`config.mk`:
```
export PLATFORM = sky130hd
export DESIGN_NAME = pe_shift_reg_file
export DESIGN_NICKNAME = d
export VERILOG_FILES = /design/src/rtl/pe_shift_reg_file.sv
export SDC_FILE = /design/constraint.sdc
export NUM_CORES = 1
export LEC_CHECK = 0
export CORE_AREA = 2 2 158 160
export CTS_CLUSTER_SIZE = 28
export DETAILED_ROUTE_END_ITERATION = 12
export DIE_AREA = 0 0 160 162
export GPL_ROUTABILITY_DRIVEN = 0
export PLACE_DENSITY = 0.76
export SKIP_CTS_REPAIR_TIMING = 1
export SLEW_MARGIN = 20
export SYNTH_ARGS = -nofsm -noshare
export SYNTH_HDL_FRONTEND = slang
export SYNTH_SLANG_ARGS = --single-unit
```
`constraint.sdc`:
```
create_clock -name clk -period 4.6 [get_ports clk]
set_clock_uncertainty 0.2 [all_clocks]
set_input_delay 0.92 -clock clk [delete_from_list [all_inputs] [get_ports clk]]
set_output_delay 0.92 -clock clk [all_outputs]
set_load 0.01 [all_outputs]
```
`src/rtl/pe_shift_reg_file.sv`:
```
// rtl/pe_shift_reg_file.sv - PE register file with per-register hold/shift/load/clear and random read ports
// Optional feature macro: PE_RF_BYPASS_EN (read ports return the next-state value of a register being written)
module pe_shift_reg_file #(
   parameter int DW    = 32,
   parameter int DEPTH = 4,
   parameter int NRD   = 2,
   localparam int AW   = $clog2(DEPTH)
) (
   input  logic                  clk,
   input  logic                  rst,
   input  logic                  stall,
   input  logic [DW-1:0]         din_res,
   input  logic                  res_valid,
   input  logic [DEPTH*DW-1:0]   din_ext,
   input  logic [2*DEPTH-1:0]    rf_inst,
   input  logic [NRD*AW-1:0]     rd_addr,
   output logic [DEPTH*DW-1:0]   dout,
   output logic [DEPTH-1:0]      dout_valid,
   output logic [NRD*DW-1:0]     rd_data,
   output logic [DW-1:0]         evict_data,
   output logic                  evict_valid
);

   localparam logic [1:0] OP_HOLD  = 2'b00;
   localparam logic [1:0] OP_SHIFT = 2'b01;
   localparam logic [1:0] OP_LOAD  = 2'b10;
   localparam logic [1:0] OP_CLEAR = 2'b11;

   // Read address space is a full power of two; slots past DEPTH read as zero.
   localparam int NSLOT = 1 << AW;

   logic [DW-1:0]    r_q     [DEPTH];
   logic [DW-1:0]    r_d     [DEPTH];
   logic [DW-1:0]    sh_data [DEPTH];
   logic [DEPTH-1:0] sh_valid;
   logic [DEPTH-1:0] v_q;
   logic [DEPTH-1:0] v_d;
   logic [DW-1:0]    rd_src  [NSLOT];
   logic             evict_fire;

   // Shift source for each register: R0 takes the PE result, Ri takes R(i-1).
   genvar g;
   generate
      for (g = 0; g < DEPTH; g++) begin : g_shift_src
         if (g == 0) begin : g_head
            assign sh_data[g] = din_res;
         end else begin : g_body
            assign sh_data[g] = r_q[g-1];
         end
         assign dout[g*DW +: DW] = r_q[g];
      end
   endgenerate

   assign sh_valid   = {v_q[DEPTH-2:0], res_valid};
   assign dout_valid = v_q;

   // The top register spills only when it is shifted while holding valid data.
   assign evict_fire = !stall && (rf_inst[2*DEPTH-1 -: 2] == OP_SHIFT) && v_q[DEPTH-1];

   // Next-state per register from its own opcode, using only pre-edge values.
   always_comb begin
      for (int i = 0; i < DEPTH; i++) begin
         r_d[i] = r_q[i];
         v_d[i] = v_q[i];
         case (rf_inst[2*i +: 2])
            OP_HOLD: begin
               r_d[i] = r_q[i];
               v_d[i] = v_q[i];
            end
            OP_SHIFT: begin
               r_d[i] = sh_data[i];
               v_d[i] = sh_valid[i];
            end
            OP_LOAD: begin
               r_d[i] = din_ext[i*DW +: DW];
               v_d[i] = 1'b1;
            end
            OP_CLEAR: begin
               r_d[i] = '0;
               v_d[i] = 1'b0;
            end
            default: begin
               r_d[i] = r_q[i];
               v_d[i] = v_q[i];
            end
         endcase
      end
   end

   // Register, valid and evict state; reset wins over stall and opcodes.
   always_ff @(posedge clk) begin
      if (rst) begin
         for (int i = 0; i < DEPTH; i++) begin
            r_q[i] <= '0;
         end
         v_q         <= '0;
         evict_data  <= '0;
         evict_valid <= 1'b0;
      end else begin
         evict_valid <= evict_fire;
         if (evict_fire) begin
            evict_data <= r_q[DEPTH-1];
         end
         if (!stall) begin
            for (int i = 0; i < DEPTH; i++) begin
               r_q[i] <= r_d[i];
            end
            v_q <= v_d;
         end
      end
   end

   // Per-slot read source; a stalled register never presents its next state.
   generate
      for (g = 0; g < NSLOT; g++) begin : g_rd_src
         if (g < DEPTH) begin : g_real
`ifdef PE_RF_BYPASS_EN
            assign rd_src[g] = stall ? r_q[g] : r_d[g];
`else
            assign rd_src[g] = r_q[g];
`endif
         end else begin : g_empty
            assign rd_src[g] = '0;
         end
      end
   endgenerate

   // Random-access read ports.
   always_comb begin
      rd_data = '0;
      for (int k = 0; k < NRD; k++) begin
         rd_data[k*DW +: DW] = rd_src[rd_addr[k*AW +: AW]];
      end
   end

endmodule

```
==> insert_results.sql <==
INSERT INTO impl_metrics (metric_group, metric, value, unit) VALUES
('cells_and_area', 'final_net_count', '1352', ''),
('drt', 'post_route_antenna_net_violation_count', '0', ''),
('timing', 'final-setup-viol-count', '0', ''),
('hold_path', 'timing.hold.worst.start', 'evict_data[26]', ''),
('placed_design', 'preCtsSetupSlack', '0.7663', 'ns'),
('setup_path', 'critical-path-max-stage-delay', '0.58', 'ns'),
('global_route', 'vias_in_the_first_global_route', '8346', ''),
('logic_synthesis', 'synth_enable_flop_cells', '128', ''),
('setup_path', 'critical_path_arrival', '2.70', 'ns'),
('logic_synthesis', 'post_synth_main_area_contributors', 'sky130_fd_sc_hd__edfxtp_1 42%, sky130_fd_sc_hd__mux4_2 16%, sky130_fd_sc_hd__dfxtp_1 8.1%, sky130_fd_sc_hd__a21oi_1 6.7%, sky130_fd_sc_hd__nor2_1 5.7%', ''),
('logic_synthesis', 'synth_fp_nets', '981', ''),
('setup_path', 'worst_path_max_fanout', '23', ''),
('logic_synthesis', 'yosysUniqueCellTypes', '27', ''),
('drt', 'drt_first_iter_violations', '723', ''),
('floorplanning', 'chipHeight', '162', 'µm'),
('timing', 'unrepaired_setup_endpoints_after_global_routing', 'false', ''),
('logic_synthesis', 'ys_seq_area_frac', '0.5038', ''),
('drt', 'drt_first_pass_iters', '5', ''),
('clocking', 'cts.clk_slew.worst_paths', '0.06', 'ns'),
('clocking', 'clkSinkCount', '165', ''),
('setup_path', 'worst-setup-path-type', 'in -> out', ''),
('placed_design', 'io_buffer_count', '404', ''),
('floorplanning', 'design.die.area', '25920', 'µm²'),
('cells_and_area', 'syn2layout_area_growth', '53.29', '%'),
('drt', 'viasPerCell', '5.490', ''),
('global_route', 'grt_start_max_net_pins', '57', ''),
('clocking', 'clkLatencyLatePin', '0.43', 'ns'),
('logic_synthesis', 'async_reset_ff_frac', '0', ''),
('outcome', 'status', 'complete, no violations', ''),
('drt', 'drcViolationCount', '0', ''),
('floorplanning', 'core.rowCount', '57', ''),
('floorplanning', 'design.portCount', '405', ''),
('setup_path', 'critical_path.reg2reg.startpoint', 'dout_valid[3]', ''),
('logic_synthesis', 'area_of_the_mapped_netlist', '9100', 'µm²'),
('timing', 'finalSetupTns', '0', 'ns'),
('drt', 'routedWlPerCell', '23.39', 'µm'),
('cells_and_area', 'layout-drive-gt1-share', '0.1260', ''),
('logic_synthesis', 'syn_avg_cell_area', '11.39', 'µm²'),
('setup_path', 'critical_path.endpoint_type', 'output pin', ''),
('pwr', 'power.leakage', '0.004849', 'µW'),
('timing', 'final.min_clock_period', '3.818', 'ns'),
('drt', 'detail_route.wirelength', '35250', 'µm'),
('logic_synthesis', 'synth_top_cell_by_area', 'sky130_fd_sc_hd__edfxtp_1', ''),
('timing', 'finalWorstSetupSlack', '0.7823', 'ns'),
('timing', 'timing.max_slew.rel_slack', '0.2629', ''),
('clocking', 'cts.path.max_buffers', '2', ''),
('hold_path', 'hold_class', 'reg -> reg', ''),
('global_route', 'wire_length_of_the_first_global_routing_pass', '51480', 'µm'),
('setup_path', 'timing.critical_path.slowest_stage_cell', 'sky130_fd_sc_hd__buf_2', ''),
('timing', 'transition_time_at_the_pin_with_the_least_slew_margin', '1.103', 'ns'),
('setup_path', 'start_kind', 'primary input', ''),
('timing', 'layout_worst_path_cycle_share', '0.8299', ''),
('timing', 'hold_violations', '0', ''),
('logic_synthesis', 'synth_top_area_frac', '0.4224', ''),
('global_route', 'globalRoute.totalOverflow', '0', ''),
('timing', 'achievable-frequency', '261.9', 'MHz'),
('clocking', 'cts_htree_levels', '4', ''),
('timing', 'timing.final.max_slew_violations', '0', ''),
('clocking', 'cts_buffers', '17', ''),
('clocking', 'cts_root_buffer_type', 'sky130_fd_sc_hd__clkbuf_16', ''),
('global_route', 'antenna_found_initial', '2', ''),
('cells_and_area', 'final_common_cell', 'sky130_fd_sc_hd__clkdlybuf4s50_1', ''),
('logic_synthesis', 'synthFlopType', 'sky130_fd_sc_hd__edfxtp_1', ''),
('cells_and_area', 'antenna_cells_inserted', '0', ''),
('setup_path', 'setup.worst_path.start', 'rd_addr[3]', ''),
('logic_synthesis', 'synthesis.instances', '799', ''),
('drt', 'num_vias', '8274', ''),
('setup_path', 'cp_cell_sequence', 'buf_2 -> buf_4 -> mux4_2 -> clkdlybuf4s50_1', ''),
('cells_and_area', 'final_cell_mix', '397 x sky130_fd_sc_hd__clkdlybuf4s50_1, 136 x sky130_fd_sc_hd__nor2_1, 128 x sky130_fd_sc_hd__edfxtp_1', ''),
('pwr', 'worst_ir_drop_vdd', '0.2464', 'mV'),
('floorplanning', 'die_w', '160', 'µm');
-- cells in the mapped netlist, types with 4 or more instances --
library cell               number
sky130_fd_sc_hd__edfxtp_1     128
sky130_fd_sc_hd__buf_1          4
sky130_fd_sc_hd__clkbuf_1      24
sky130_fd_sc_hd__nor3b_1       34
sky130_fd_sc_hd__a21oi_2       12
sky130_fd_sc_hd__mux4_2        64
sky130_fd_sc_hd__a22oi_1       30
sky130_fd_sc_hd__o21bai_1       6
sky130_fd_sc_hd__nor2b_1       63
sky130_fd_sc_hd__buf_4         14
sky130_fd_sc_hd__inv_1          6
sky130_fd_sc_hd__dfxtp_1       37
sky130_fd_sc_hd__buf_6         16
sky130_fd_sc_hd__nand2_1       65
sky130_fd_sc_hd__buf_2         18
sky130_fd_sc_hd__ha_1           6
sky130_fd_sc_hd__nor2_1       137
sky130_fd_sc_hd__a21oi_1      121
-- area by class of cell --
class / count / area (µm²)
well taps: 324 / 405.4
clock buffers: 22 / 464.2
fillers: 2073 / 10160
inverters: 6 / 22.52
repair buffers: 428 / 4239
clock inverters: 10 / 123.9
flip-flops and latches: 165 / 4584
multi-input cells: 552 / 4110
-- worst paths after layout --
check | cells past startpoint | slack, ns | endpoint
worst max-delay path | 4 | 0.78 | rd_data[38]
worst min-delay path | 2 | 0.25 | evict_data[26]
worst max register to register | 4 | 2.73 | evict_data[16]
worst min register to register | 2 | 0.25 | evict_data[26]
-- through the flow --
step	util	cell area (µm²)	hold slack (ns)	cells
6_report	0.5787	13950	0.2524	1507
5_1_grt	0.5787	13950	0.2769	1507
4_1_cts	0.5787	13950	0.2559	1507
3_5_place_dp	0.5543	13360	0.2476	1475
3_3_place_gp	0.5543	13360	0.2412	1475
2_1_floorplan	-	9100	0.2805	799
-- cell families (layout without fill, tap and decap cells) --
family,after synthesis,after routing,share of synthesized area
simple gates,307,307,0.1621
mux,65,65,0.1595
buf+inv,82,466,0.05527
compound gates,174,174,0.1111
flops,165,165,0.5038
fa+ha+maj,6,6,0.008249
-- registers in the layout, indices dropped and copies added, names as in the netlist --
signal       count
evict_valid      1
dout_valid       4
evict_data      32
r_q            128
-- critical path: cells and delay by family --
| kind | cells | cell delay (ns) |
|---|---|---|
| buf+inv | 3 | 1.43 |
| mux | 1 | 0.33 |
-- metal layers --
metal / up-vias / wire [µm] / track usage
met5: - / 26 / 0
li1: 3658 / - / -
met1: 4081 / 13130 / 0.3117
met3: 80 / 3028 / 0.07048
met2: 451 / 17880 / 0.4677
met4: 4 / 1182 / 0.1061
-- where the power goes --
| group | leakage, µW | switching, µW | internal [µW] |
|---|---|---|---|
| sequential | 0.00167 | 118 | 1720 |
| combinational | 0.00291 | 427 | 604 |
| clock | 0.000270 | 622 | 835 |
| total | 0.00485 | 1170 | 3160 |
Note: power is estimated with default switching activity, not from simulation.
